$ cat config.mk
export PLATFORM = sky130hd
export DESIGN_NAME = mmc1_ctrl
export DESIGN_NICKNAME = d
export VERILOG_FILES = /design/src/rtl/mmc1_pkg.sv /design/src/rtl/mmc1_serial_load.sv /design/src/rtl/mmc1_ctrl.sv
export SDC_FILE = /design/constraint.sdc
export NUM_CORES = 1
export LEC_CHECK = 0
export CELL_PAD_IN_SITES_DETAIL_PLACEMENT = 0
export CELL_PAD_IN_SITES_GLOBAL_PLACEMENT = 2
export CORE_AREA = 2 2 93 95
export DETAILED_ROUTE_END_ITERATION = 10
export DIE_AREA = 0 0 95 97
export PLACE_DENSITY = 0.7
export SETUP_SLACK_MARGIN = 0.5
export SLEW_MARGIN = 20
export SYNTH_ARGS = -nofsm -noshare
export SYNTH_HDL_FRONTEND = slang
export SYNTH_SLANG_ARGS = --single-unit
$ cat constraint.sdc
create_clock -name clk_sys -period 1.31 [get_ports clk_sys]
set_input_delay 0.1965 -clock clk_sys [delete_from_list [all_inputs] [get_ports clk_sys]]
set_output_delay 0.1965 -clock clk_sys [all_outputs]
set_load 0.05 [all_outputs]
$ cat src/rtl/mmc1_pkg.sv
// Shared definitions for the MMC1 mapper controller: mirroring codes,
// PRG banking modes, serial-register select codes and the control reset value.
package mmc1_pkg;

  // Nametable mirroring, control[1:0]
  typedef enum logic [1:0] {
    MIR_ONE_LO = 2'd0,  // single screen, lower bank
    MIR_ONE_HI = 2'd1,  // single screen, upper bank
    MIR_VERT   = 2'd2,  // vertical mirroring, VRAM A10 = PPU A10
    MIR_HORZ   = 2'd3   // horizontal mirroring, VRAM A10 = PPU A11
  } mirror_t;

  // PRG banking mode, control[3:2]
  typedef enum logic [1:0] {
    PRG_MODE_32K_0     = 2'd0,  // 32 KB switchable, low bank bit ignored
    PRG_MODE_32K_1     = 2'd1,  // same as mode 0
    PRG_MODE_FIX_FIRST = 2'd2,  // $8000 fixed to bank 0, $C000 switchable
    PRG_MODE_FIX_LAST  = 2'd3   // $8000 switchable, $C000 fixed to last bank
  } prg_mode_t;

  // Internal register addressed by CPU A14..A13 on the fifth serial write
  typedef enum logic [1:0] {
    SEL_CONTROL = 2'd0,
    SEL_CHR0    = 2'd1,
    SEL_CHR1    = 2'd2,
    SEL_PRG     = 2'd3
  } reg_sel_t;

  // Control register layout, MSB first
  typedef struct packed {
    logic      chr_4k;    // 0: one 8 KB CHR bank, 1: two 4 KB banks
    prg_mode_t prg_mode;
    mirror_t   mirror;
  } ctrl_t;

  // Reset value of the control register; also OR-ed in on a reset write
  localparam logic [4:0] CTRL_RESET = 5'b01100;

  // Serial sequence length: four shifts, the fifth write loads
  localparam logic [2:0] LAST_SHIFT_COUNT = 3'd4;

endpackage

$ cat src/rtl/mmc1_serial_load.sv
// MMC1 serial port: detects CPU write edges, optionally filters writes that
// follow an accepted one too closely, and assembles five single-bit writes
// into a 5-bit register load. A write with bit 7 set restarts the sequence.
// Optional feature macro: MMC1_WRITE_FILTER_EN (builds the write gap filter).
module mmc1_serial_load
  import mmc1_pkg::*;
#(
  parameter int MIN_WR_GAP = 12
) (
  input  logic       clk_sys,
  input  logic       rst,
  input  logic       prg_nce_in,
  input  logic       prg_r_nw_in,
  input  logic [1:0] sel_in,
  input  logic       d_bit,
  input  logic       reset_bit,
  output logic       reset_wr,
  output logic       load,
  output reg_sel_t   sel,
  output logic [4:0] data
);

  logic       strobe;
  logic       wr_edge;
  logic       accept;
  logic       wr_q  = 1'b0;
  logic [4:0] shift = 5'b0;
  logic [2:0] count = 3'b0;

  assign strobe  = ~prg_r_nw_in & ~prg_nce_in;
  assign wr_edge = strobe & ~wr_q;

`ifdef MMC1_WRITE_FILTER_EN
  localparam int GAP_W = (MIN_WR_GAP < 2) ? 1 : $clog2(MIN_WR_GAP + 1);

  logic [GAP_W-1:0] gap = '0;

  assign accept = wr_edge & (gap == '0);

  // Gap counter: reload on every accepted write, then count down to idle
  always_ff @(posedge clk_sys) begin
    if (rst) begin
      gap <= '0;
    end else if (accept) begin
      gap <= GAP_W'(MIN_WR_GAP);
    end else if (gap != '0) begin
      gap <= gap - 1'b1;
    end
  end
`else
  // Without the filter every edge is taken; the gap parameter has no effect
  logic unused_gap;
  assign unused_gap = ^MIN_WR_GAP;

  assign accept = wr_edge;
`endif

  // Edge register, shift register and bit count
  always_ff @(posedge clk_sys) begin
    // NOTE: state registers use non-blocking assignments so every flop
    // samples the pre-edge values regardless of statement order.
    if (rst) begin
      wr_q  <= 1'b0;
      shift <= 5'b0;
      count <= 3'b0;
    end else begin
      wr_q <= strobe;
      if (accept) begin
        if (reset_bit || count == LAST_SHIFT_COUNT) begin
          shift <= 5'b0;
          count <= 3'b0;
        end else begin
          shift <= {d_bit, shift[4:1]};
          count <= count + 3'd1;
        end
      end
    end
  end

  // The load is decoded combinationally from the accepting edge so the target
  // register updates on that same clock edge.
  assign reset_wr = accept & reset_bit;
  assign load     = accept & ~reset_bit & (count == LAST_SHIFT_COUNT);
  assign sel      = reg_sel_t'(sel_in);
  assign data     = {d_bit, shift[4:1]};

  // shift[0] falls out on the fifth write and is never part of the loaded value
  logic unused_shift;
  assign unused_shift = shift[0];

endmodule

$ cat src/rtl/mmc1_ctrl.sv
// MMC1 mapper controller top: holds the control, CHR and PRG bank registers
// loaded through the serial port and maps CPU/PPU addresses onto PRG-ROM,
// CHR memory and the console nametable RAM.
// Optional feature macro: MMC1_WRITE_FILTER_EN (write gap filter, see
// mmc1_serial_load).
module mmc1_ctrl
  import mmc1_pkg::*;
#(
  parameter int MIN_WR_GAP = 12
) (
  input  logic        clk_sys,
  input  logic        rst,
  input  logic        prg_nce_in,
  input  logic [14:0] prg_a_in,
  input  logic        prg_r_nw_in,
  input  logic [7:0]  prg_d_in,
  input  logic [13:0] chr_a_in,
  output logic [17:0] prg_rom_a_out,
  output logic [16:0] chr_mem_a_out,
  output logic        ciram_a10_out,
  output logic        ciram_nce_out
);

  logic       reset_wr;
  logic       load;
  reg_sel_t   load_sel;
  logic [4:0] load_data;

  ctrl_t      control = CTRL_RESET;
  logic [4:0] chr0    = 5'b0;
  logic [4:0] chr1    = 5'b0;
  logic [4:0] prg     = 5'b0;

  mmc1_serial_load #(
    .MIN_WR_GAP (MIN_WR_GAP)
  ) u_serial (
    .clk_sys     (clk_sys),
    .rst         (rst),
    .prg_nce_in  (prg_nce_in),
    .prg_r_nw_in (prg_r_nw_in),
    .sel_in      (prg_a_in[14:13]),
    .d_bit       (prg_d_in[0]),
    .reset_bit   (prg_d_in[7]),
    .reset_wr    (reset_wr),
    .load        (load),
    .sel         (load_sel),
    .data        (load_data)
  );

  // Bank registers: reset write forces fixed-last PRG mode, fifth write loads
  always_ff @(posedge clk_sys) begin
    if (rst) begin
      control <= CTRL_RESET;
      chr0    <= 5'b0;
      chr1    <= 5'b0;
      prg     <= 5'b0;
    end else if (reset_wr) begin
      control <= ctrl_t'(control | CTRL_RESET);
    end else if (load) begin
      unique case (load_sel)
        SEL_CONTROL: control <= ctrl_t'(load_data);
        SEL_CHR0:    chr0    <= load_data;
        SEL_CHR1:    chr1    <= load_data;
        SEL_PRG:     prg     <= load_data;
      endcase
    end
  end

  // PRG-ROM address: 32 KB mode or 16 KB mode with one half fixed
  always_comb begin
    // NOTE: default assignment first so no path through the block can
    // leave the output unassigned and infer a latch.
    prg_rom_a_out = '0;
    unique case (control.prg_mode)
      PRG_MODE_32K_0, PRG_MODE_32K_1:
        prg_rom_a_out = {prg[3:1], prg_a_in};
      PRG_MODE_FIX_FIRST:
        prg_rom_a_out = prg_a_in[14] ? {prg[3:0], prg_a_in[13:0]}
                                     : {4'b0000, prg_a_in[13:0]};
      PRG_MODE_FIX_LAST:
        prg_rom_a_out = prg_a_in[14] ? {4'b1111, prg_a_in[13:0]}
                                     : {prg[3:0], prg_a_in[13:0]};
    endcase
  end

  // CHR address: one 8 KB bank or two independent 4 KB banks
  always_comb begin
    chr_mem_a_out = '0;
    if (!control.chr_4k) begin
      chr_mem_a_out = {chr0[4:1], chr_a_in[12:0]};
    end else if (!chr_a_in[12]) begin
      chr_mem_a_out = {chr0, chr_a_in[11:0]};
    end else begin
      chr_mem_a_out = {chr1, chr_a_in[11:0]};
    end
  end

  // Nametable RAM A10 from the mirroring mode
  always_comb begin
    ciram_a10_out = 1'b0;
    unique case (control.mirror)
      MIR_ONE_LO: ciram_a10_out = 1'b0;
      MIR_ONE_HI: ciram_a10_out = 1'b1;
      MIR_VERT:   ciram_a10_out = chr_a_in[10];
      MIR_HORZ:   ciram_a10_out = chr_a_in[11];
    endcase
  end

  // Nametable RAM is selected for PPU $2000-$3FFF
  assign ciram_nce_out = ~chr_a_in[13];

  // Data bits 6..1 carry no meaning; prg[4] (PRG-RAM enable) is not mapped here
  logic unused_bits;
  assign unused_bits = ^{prg_d_in[6:1], prg[4]};

endmodule

# ---- After elaboration in Yosys (flattened, before gate mapping)
# Cells that the tools add are included.
dict set report word_totals {
  in_bits 41
  wordCells 50
  regBits 28
  output_inout_bits 37
}
dict set report op_classes {
  eq_ne 10
  muxes 8
  n_reduce_logical 11
  n_addsub 1
  bitwise_logic 11
}
# operator count
set op_table {}
lappend op_table {{18-bit one-hot mux with 3 select lines} 1}
lappend op_table {{18-bit two-way mux} 2}
lappend op_table {{17-bit two-way mux} 2}
lappend op_table {{2-bit equality test, second input constant} 6}
lappend op_table {{3-bit AND reduction} 4}
lappend op_table {{2-bit by 1-bit equality test with 1-bit output, second input constant} 3}
lappend op_table {{2-bit zero test} 3}
lappend op_table {{1-bit NOT} 6}
lappend op_table {{1-bit AND} 5}
lappend op_table {{5-bit two-way mux} 1}
lappend op_table {{1-bit one-hot mux with 4 select lines} 1}
lappend op_table {{2-bit OR reduction} 2}
lappend op_table {{3-bit by 1-bit adder with 3-bit output, second input constant} 1}
lappend op_table {{3-bit equality test, second input constant} 1}
lappend op_table {{3-bit two-way mux} 1}
lappend op_table {{2-bit AND reduction} 1}
lappend op_table {{1-bit logical OR} 1}

# ---- Depth between registers and ports, before layout
# Gate-level depths: netlist (run 1).
dict set report depth {
  word_depth 6
  depth_mapped 6
  ltp_nobuf 5
}

# ---- Cells and area by module
# From an unflattened synthesis (run 1), not the netlist that was laid out.
dict set report unflattened {
  hier_cells 172
  hier_area_um2 1562.7
}
# mod area_each_um2 seq_area_each_um2 instances cells_per_inst
set by_module_without_submodules {}
lappend by_module_without_submodules {mmc1_ctrl 1188.6 380.4 1 126}
lappend by_module_without_submodules {mmc1_serial_load 374.1 160.2 1 46}

# ---- Worst setup path after synthesis (run 1)
# No wires, ideal clock.
dict set report synth_path {
  path_kind {input-to-output}
  from {in prg_a_in[14]}
  to {out prg_rom_a_out[15]}
  n_path_buf 1
  t_arrival_ps 1259
  stages 4
  path_slack_ps -146
  required_time_ps 1113
  path_cell_list {buf_2 > nand2b_1 > a21oi_1 > nor2_1}
}
dict set report synth_via {
  elab_chain_cells 2
  elab_cells_between_ends 3
  cone_classes {mux: 3}
}
# item line_no
set synth_lines {}
lappend synth_lines {{start, declared} mmc1_ctrl.sv:14} ;# input logic [14:0] prg_a_in,
lappend synth_lines {{18-bit two-way mux, on equally long branches} {mmc1_ctrl.sv:81, mmc1_ctrl.sv:78}}
lappend synth_lines {{18-bit one-hot mux with 3 select lines *} mmc1_ctrl.sv:74} ;# unique case (control.prg_mode)
lappend synth_lines {{end, declared} mmc1_ctrl.sv:18} ;# output logic [17:0] prg_rom_a_out,
# Mark *: on every way between the ends. The rest lies on a longest branch, timed or not.

# ---- Worst setup path after layout (run 1)
dict set report layout_path {
  from {reg control[4] (netlist bit)}
  to {out chr_mem_a_out[13]}
}
dict set report layout_via {
  elab_chain_cells 1
}
# item line_no
set layout_lines {}
lappend layout_lines {{start, declared} mmc1_ctrl.sv:29} ;# ctrl_t control = CTRL_RESET;
lappend layout_lines {{start signal, assigned} mmc1_ctrl.sv:58} ;# control <= ctrl_t'(control | CTRL_RESET);
lappend layout_lines {{start signal, assigned} mmc1_ctrl.sv:61} ;# SEL_CONTROL: control <= ctrl_t'(load_data);
lappend layout_lines {{17-bit two-way mux} mmc1_ctrl.sv:89} ;# if (!control.chr_4k) begin
lappend layout_lines {{end, declared} mmc1_ctrl.sv:19} ;# output logic [16:0] chr_mem_a_out,
# Every way passes these cells.

==> metrics.txt, run 1 <==
fin util 31.35%; IO Count 78; period utilization 108.4%; Clk pin slew, worst setup/hold paths 0.10 ns; clk_skew 0.005252 ns; CTS Sinks 27; post-route insts no fill 313; largest net degree at the start of global routing 17; Fmax achieved 0.7039 GHz; RSZ-0062 raised after global routing yes; Initial Utilization 18.83%; Overflow after GRT 0; CP endpoint kind output pin; CTS buffer count 3; Synth cell types 25; Root Driver clkbuf_8; Final HPWL DP 2.888 mm; first-pass GRT wire length 7.003 mm; routed vias 1282; synthesized area per cell 8.802 um2; Die Ht 97 um; final net count 252; initial DRC count 27; cell area after synthesis 1531 um2; Residual DRC 0; vias per cell 4.096; max-cap violation count 0; YS warnings 0; Max Slew Vio Count 0; vias in the first global route 1403; Max rail drop VDD 0.3155 mV; dpl cells 303; failing checks negative setup slack; Port-buffer cells 25; total die area 9215 um2; Async SR Flop Fraction 0%; Net Count, Synth 217; status complete, but fails checks; Clk Latency, worst-skew pair 0.28 ns; startpoint types flop; final wirelength 3.964 mm; Final setup viols 18; # diodes 0; Area Growth Syn to Fin 66.50%; final hold violations 0; DR WL/cell 12.66 um; fill count 827; Worst EP required 1.11 ns; Syn Inst Count 174; Leak 0.9900 nW; Hold Crit Class in -> reg; Die Wd 95 um; Post-DRT Antenna Nets 0; FF+latch count, synth 27; hold_buf cts 0; DR pass1 iterations 3; Final min period 1.421 ns; worst hold slack 0.3402 ns; power density cells 661.4 nW/um2; number of synthesized flops with an enable pin 0; initial antenna violation count 0; Placer Congestion 0.6826; Rel. slew slack 83.79%; Crit Path Max Fanout 5; # rows 33; final worst setup slack -0.1106 ns; gr usage total 9.566%; layout cell share with drive strength beyond 1 59.13%; Core ar. 8134 um2; crit path DAT 1.22 ns; number of buffers on the longest clock path 2; CTS tree yes; Top FF cell, synth dfxtp_1; Worst-Margin Slew 0.2431 ns; H-tree level count 1; crit path kind reg -> out; Seq/Total Area, Yosys 35.29%
==> power breakdown <==
| group | internal, W | switching (W) |
|---|---|---|
| Clock | 0.000216 | 0.000276 |
| Combinational | 0.000196 | 0.000177 |
| Sequential | 0.000817 | 0.00000461 |
==> stage by stage <==
| step | total power, W | cell area [um2] | TNS (ns) | setup slack (ns) |
|---|---|---|---|---|
| after global placement | 0.001178 | 2191 | -10.09 | -0.3482 |
| after CTS | 0.001706 | 2479 | -1.334 | -0.1339 |
| final | 0.001686 | 2550 | -1.029 | -0.1106 |
| after global routing | 0.001770 | 2550 | -2.233 | -0.1797 |
| after detailed placement | 0.001178 | 2191 | -10.24 | -0.3571 |
| after floorplan | 0.001191 | 1717 | -0.4643 | -0.09287 |
==> critical path, cell delays in order (launching register included) <==
cell,delay [ns]
dfxtp_2,0.37
nand2_4,0.09
mux2_4,0.33
buf_8,0.15
==> logic make-up after synthesis <==
logic type | count (synthesis) | synth area share [%]
flip-flops | 27 | 35.29
adder cells (fa/ha/maj) | 2 | 1.634
AO/OA/AOI/OAI | 29 | 9.559
buffers and inverters | 36 | 15.52
AND/OR/NAND/NOR | 62 | 25.90
multiplexers | 18 | 12.09
==> synth_stat cells (2+ instances only) <==
| master | n | area share, % |
|---|---|---|
| nor2_1 | 7 | 1.7 |
| mux2_2 | 4 | 2.9 |
| ha_1 | 2 | 1.6 |
| mux2i_1 | 14 | 9.2 |
| dfxtp_1 | 27 | 35 |
| clkbuf_1 | 4 | 0.98 |
| nand3_1 | 14 | 4.6 |
| o21ai_0 | 6 | 2.0 |
| nand2b_1 | 21 | 8.6 |
| nand2_1 | 8 | 2.0 |
| a21oi_1 | 22 | 7.2 |
| inv_1 | 4 | 0.98 |
| buf_4 | 27 | 13 |
| nor3_1 | 3 | 0.98 |
==> per-layer routing <==
metal / vias up / part of all wire, % / track usage, %
li1: 646 / - / -
met1: 614 / 47 / 13.21
met2: 15 / 49 / 14.95
met3: 7 / 2.8 / 1.869
met4: 0 / 1.3 / 2.899
met5: - / 0 / 0
==> layout make-up <==
| type | count | area, um2 | share of cell area [%] |
|---|---|---|---|
| well taps | 105 | 131.4 | 5.152 |
| multi-input cells | 111 | 1077 | 42.25 |
| clock inverters | 1 | 7.507 | 0.2944 |
| clock buffers | 3 | 41.29 | 1.619 |
| repair buffers | 62 | 716.9 | 28.12 |
| flip-flops and latches | 27 | 560.5 | 21.98 |
| inverters | 4 | 15.01 | 0.5888 |
==> flip-flops by register name, indices dropped and copies added, names as in the netlist <==
| signal | cells |
|---|---|
| chr1 | 5 |
| chr0 | 5 |
| u_serial.wr_q | 1 |
| u_serial.shift | 4 |
| control | 5 |
| prg | 4 |
| u_serial.count | 3 |
==> path summary, 6_finish.rpt <==
check | from | to | slack, ns | cells after the start
worst min-delay path | prg_r_nw_in | u_serial.wr_q | 0.34 | 3
worst max register to register | u_serial.count[0] | chr0[3] | -0.09 | 6
worst max-delay path | control[4] | chr_mem_a_out[13] | -0.11 | 3
worst min register to register | chr0[1] | chr0[1] | 0.48 | 2
==> repair_timing <==
| item | 4_1_cts | 5_1_grt |
|---|---|---|
| pin swaps | 28 | 8 |
| resized for setup | 70 | 14 |
| buffers inserted | 5 | 0 |
| gates cloned | 1 | 0 |
| endpoints found under the setup margin | 41 | 36 |
==> cell usage in the layout, fill, tap and decap left out, types with 3 or more instances in the layout <==
cell            n
buf_4          20
nand2b_1       19
dfxtp_1        19
buf_6          17
mux2i_1        14
buf_12         12
a21oi_2         8
a21oi_1         7
a21oi_4         7
nand3_2         7
nand3_1         7
nand2_1         6
dlygate4sd2_1   6
nor2_4          5
o21ai_2         5
inv_2           4
mux2_4          4
dfxtp_2         4
dfxtp_4         4
clkbuf_8        3
buf_2           3
Power figures use the tool's default switching activity.
==> run 2: changes to the inputs <==
Settings changed: CORE_AREA 2 2 93 95 to 5 5 96 98, DIE_AREA 0 0 95 97 to 0 0 101 103, REMOVE_ABC_BUFFERS from default to 1.
==> metrics.txt, run 2 (same netlist as run 1, synthesis figures left out) <==
status complete, but fails checks; failing checks negative setup slack; H-tree level count 1 (unchanged); Int Pwr 0.001205 W (-2.0%); Post-DRT Antenna Nets 0 (unchanged); number of buffers on the longest clock path 2 (unchanged); Max Slew Vio Count 0 (unchanged); max-cap violation count 0 (unchanged); Final HPWL DP 3.069 mm (+6.3%); top flop regs chr0 (5), chr1 (5), control (5); R2R depth 6 (unchanged); commonest non-fill, non-tap cells in the layout 19 x nand2b_1, 19 x dfxtp_1, 17 x buf_4; initial DRC count 55 (+100%); Flop pwr share 50.3% (+1.6 points); Fmax achieved 0.7060 GHz (+0.30%); Core ar. 8381 um2 (+3.0%); CTS Sinks 27 (unchanged); Worst-Margin Slew 0.2883 ns (+0.04515 ns); largest net degree at the start of global routing 27 (+10); Placer Congestion 0.7385 (+8.2%); switching part of the total 26.44% (-0.67 points); gr usage total 8.385% (-1.2 points); first-pass GRT wire length 6.693 mm (-4.4%); CTS buffer count 3 (unchanged); vias per cell 4.147 (+1.2%); final wirelength 4.277 mm (+7.9%); fin util 28.47% (-2.9 points); dpl ws -0.3752 ns (-0.01805 ns); initial antenna violation count 0 (unchanged); Hold Crit Class in -> reg; final net count 243 (-3.6%); Clk pin slew, worst setup/hold paths 0.09 ns (about the same); DR pass1 iterations 4 (+1); Crit Path Max Fanout 5 (unchanged); Psw 0.0004332 W (-5.2%); total die area 10400 um2 (+13%); Area Growth Syn to Fin 55.80%; DR WL/cell 13.93 um (+10%); routed vias 1273 (-0.70%); WHS Path Cells 4 (+1); # diodes 0 (unchanged); crit path kind reg -> out; Leak 0.9138 nW (-7.7%); vias in the first global route 1337 (-4.7%); Root Driver clkbuf_8; Rel. slew slack 80.78% (-3.0 points); Overflow after GRT 0 (unchanged); clock share of power 29.4% (+0.2 points); Residual DRC 0 (unchanged); Worst EP required 1.11 ns (about the same); layout cell share with drive strength beyond 1 56.78% (-2.4 points); Die Ht 103 um (+6.2%); RSZ-0062 raised after global routing yes; CTS tree yes; Final setup viols 11 (-7); # rows 34 (+3.0%); crit path DAT 1.22 ns (about the same); power density cells 686.6 nW/um2 (+3.8%); Initial Utilization 18.27% (-0.55 points); clk_skew 0.002247 ns (-0.003004 ns); final worst setup slack -0.1064 ns (+0.004205 ns); CP endpoint kind output pin; final hold violations 0 (unchanged); period utilization 108.1% (-0.32 points); Max rail drop VDD 0.2172 mV (-31%); IO Count 78 (unchanged); Port-buffer cells 25 (unchanged); Die Wd 101 um (+6.3%); startpoint types flop; Comb pwr share 20.3% (-1.8 points); Clk Latency, worst-skew pair 0.27 ns (about the same); Final min period 1.416 ns (-0.004205 ns)
==> run 2: cell types whose count changed in the layout (fill, tap and decap cells not counted), moves of 3 or more <==
| cell | change |
|---|---|
| nand3_2 | +4 |
| o21ai_2 | -3 |
| nor2_4 | -5 |
| buf_6 | -7 |
| buf_12 | +3 |
| a21oi_2 | +5 |
| nand3_1 | -5 |
| buf_4 | -3 |
| nor2_2 | +4 |
| a21oi_4 | -7 |
==> run 2: critical path: stages (launching register included) <==
cell and delay, ns:
dfxtp_2 0.37, nand2_4 0.09, mux2_4 0.33, buf_12 0.15
==> run 2: layout make-up <==
class	instances	area (um2)
sequential	27	555.5
fill	869	5995
timing repair buffer	53	636.9
clock buffer	4	45.04
inverter	4	15.01
tap	108	135.1
multi-input combinational	111	998.5
==> run 2: power groups by stage <==
stage | clock network, W | registers, W | logic [W]
after floorplan | 0 | 0.000847 | 0.0000884
after global placement | 0 | 0.000846 | 0.000295
after detailed placement | 0 | 0.000846 | 0.000295
after CTS | 0.000505 | 0.000825 | 0.000323
after global routing | 0.000529 | 0.000825 | 0.000350
final | 0.000482 | 0.000824 | 0.000332
==> run 2: timing repair <==
item	4_1_cts	5_1_grt
endpoints found under the hold margin	0	0
setup buffers	1	1
setup endpoints to repair	40	38
pin swaps	24	9
gates resized for setup	84	16
hold buffers	0	0
==> run 2: path summary, 6_finish.rpt <==
check,start,end,slack (ns)
hold / removal,prg_a_in[13],control[2],0.37
hold reg to reg,chr0[3],chr0[3],0.48
setup / recovery,control[4],chr_mem_a_out[13],-0.11
setup reg to reg,u_serial.count[0],chr0[1],-0.04
==> run 2: metal layers <==
layer | wire (um) | share of wire (%) | global-route usage [%]
met4 | 74 | 1.7 | 3.681
met2 | 2016 | 47 | 13.62
met1 | 1824 | 43 | 9.605
met5 | 0 | 0 | 0
met3 | 361 | 8.4 | 3.654
==> run 2: metrics by stage <==
| step | cells | setup TNS (ns) | power (W) | cell area [um2] | hold WS, ns |
|---|---|---|---|---|---|
| floorplan | 142 | -1.390 | 0.0009357 | 1309 | 0.2656 |
| global placement | 301 | -10.07 | 0.001142 | 2042 | 0.3936 |
| detailed placement | 301 | -10.33 | 0.001142 | 2042 | 0.3936 |
| CTS | 306 | -1.018 | 0.001654 | 2322 | 0.3654 |
| global route | 307 | -1.995 | 0.001705 | 2386 | 0.3808 |
| finish | 307 | -0.6415 | 0.001638 | 2386 | 0.3685 |
==> run 3: changes to the inputs <==
Settings changed: CAP_MARGIN from default to 10, CTS_CLUSTER_DIAMETER from default to 40, PLACE_DENSITY 0.7 to 0.8.
==> metrics.txt, run 3 (same netlist as run 1, synthesis figures left out) <==
Crit. Startpoint control[4]; post-route insts no fill 312 (+1.6%); routed vias 1317 (+3.5%); WHS Path Cells 3 (-1); Die Ht 103 um (unchanged); Crit Path Max Fanout 5 (unchanged); Comb pwr share 20.9% (+0.6 points); Overflow after GRT 0 (unchanged); Final setup viols 14 (+3); DR WL/cell 13.81 um (-0.87%); switching part of the total 27.17% (+0.73 points); Final HPWL DP 2.943 mm (-4.1%); Psw 0.0004518 W (+4.3%); max-cap violation count 0 (unchanged); IO Count 78 (unchanged); Rel. slew slack 76.36% (-4.4 points); total die area 10400 um2 (unchanged); failing checks negative setup slack; Post-DRT Antenna Nets 0 (unchanged); first-pass GRT wire length 6.858 mm (+2.5%); final wirelength 4.309 mm (+0.75%); crit path kind reg -> out; CP endpoint kind output pin; gr usage total 8.353% (-0.032 points); Final min period 1.400 ns (-0.01617 ns); crit path DAT 1.20 ns (-0.02 ns); vias in the first global route 1384 (+3.5%); vias per cell 4.221 (+1.8%); clock share of power 29.8% (+0.4 points); fin util 29.43% (+0.96 points); Area Growth Syn to Fin 61.03%; final worst setup slack -0.09021 ns (+0.01617 ns); commonest non-fill, non-tap cells in the layout 22 x buf_4, 19 x nand2b_1, 19 x dfxtp_1; Root Driver clkbuf_8; Max rail drop VDD 0.7389 mV (+240%); Worst-Margin Slew 0.3497 ns (+0.06141 ns); period utilization 106.9% (-1.2 points); largest net degree at the start of global routing 17 (-37%); Int Pwr 0.001211 W (+0.49%); Residual DRC 0 (unchanged); startpoint types flop; Placer Congestion 0.7002 (-5.2%); power density cells 674.2 nW/um2 (-1.8%); Core ar. 8381 um2 (unchanged); CTS buffer count 3 (unchanged); Worst EP required 1.11 ns (about the same); H-tree level count 1 (unchanged); CTS tree yes; most common cell after layout, fill and taps aside buf_4; dpl ws -0.3908 ns (-0.01561 ns); Critical-path top delay cell dfxtp_2; # rows 34 (unchanged); CP cell instances nand2_4 > mux2_4 > buf_12; top flop regs chr0 (5), chr1 (5), control (5); hold_sp prg_r_nw_in; number of buffers on the longest clock path 2 (unchanged); status complete, but fails checks; Flop pwr share 49.3% (-1.0 points); DR pass1 iterations 3 (-1); dpl cells 300 (-0.33%); clk_skew 0.001352 ns (-0.0008954 ns); Clk Latency, worst-skew pair 0.27 ns (about the same); Hold Crit Class in -> reg; R2R depth 6 (unchanged); # diodes 0 (unchanged); final hold violations 0 (unchanged); Initial Utilization 18.27% (unchanged); initial antenna violation count 0 (unchanged); Port-buffer cells 25 (unchanged); initial DRC count 51 (-7.3%); Worst path max stage delay 0.34 ns (-0.03 ns); RSZ-0062 raised after global routing yes; Fmax achieved 0.7142 GHz (+1.2%); final net count 248 (+2.1%); worst r2r src u_serial.count[0]; Die Wd 101 um (unchanged); CTS Sinks 27 (unchanged); Max Slew Vio Count 0 (unchanged); layout cell share with drive strength beyond 1 58.33% (+1.5 points); Leak 0.9564 nW (+4.7%); Clk pin slew, worst setup/hold paths 0.10 ns (about the same)
==> run 3: cell types whose count changed in the layout (fill, tap and decap cells not counted), sizes merged <==
cell,delta
clkinvlp,+1
dlygate4sd2,+1
clkdlybuf4s50,-1
buf,+6
clkbuf,-2
bufbuf,+1
clkdlybuf4s15,-1
==> run 3: area by class of cell <==
class	count	area, um2
Timing Repair Buffer	58	693.2
Multi-Input combinational cell	111	1011
Clock inverter	1	7.507
Inverter	4	15.01
Clock buffer	3	41.29
Fill cell	847	5914
Tap cell	108	135.1
Sequential cell	27	563.0
==> run 3: per-layer routing <==
metal / wire length, um / vias to the layer above / part of all wire (%) / global-route usage [%]
met5: 0 / - / 0 / 0
met4: 27 / 0 / 0.63 / 1.329
met3: 363 / 4 / 8.4 / 4.263
met2: 2219 / 48 / 51 / 14.58
met1: 1698 / 628 / 39 / 9.309
li1: - / 637 / - / -
==> run 3: power groups by stage <==
stage	Clock (W)	Combinational, W	Sequential [W]
final	0.000495	0.000348	0.000820
after global routing	0.000543	0.000367	0.000821
after CTS	0.000520	0.000335	0.000821
after detailed placement	0	0.000294	0.000847
after global placement	0	0.000294	0.000847
after floorplan	0	0.0000884	0.000847
==> run 3: worst paths after layout <==
kind	slack (ns)	endpoint
max reg2reg	-0.07	chr0[4]
min	0.37	u_serial.wr_q
max	-0.09	chr_mem_a_out[14]
min reg2reg	0.48	control[0]
==> run 3: timing repair <==
item                       CTS  global route
setup buffers                5             2
setup endpoints to repair   41            36
pin swaps                   24             8
hold buffers                 0             0
gates resized for setup     91            19
gates cloned                 1             0
==> run 3: through the flow <==
step | total power [W] | hold slack, ns | cell area [um2] | setup TNS [ns]
finish | 0.001663 | 0.3691 | 2466 | -0.7673
global route | 0.001731 | 0.3848 | 2466 | -1.894
CTS | 0.001676 | 0.3399 | 2367 | -0.9773
detailed placement | 0.001142 | 0.3936 | 2034 | -9.593
global placement | 0.001141 | 0.3936 | 2034 | -9.080
floorplan | 0.0009357 | 0.2656 | 1309 | -1.390
==> run 3: critical path, delay by kind of cell, from the launching register on <==
family	cells	cell delay, ns
AND/OR/NAND/NOR	1	0.11
buffers and inverters	1	0.15
multiplexers	1	0.32
flip-flops	1	0.34
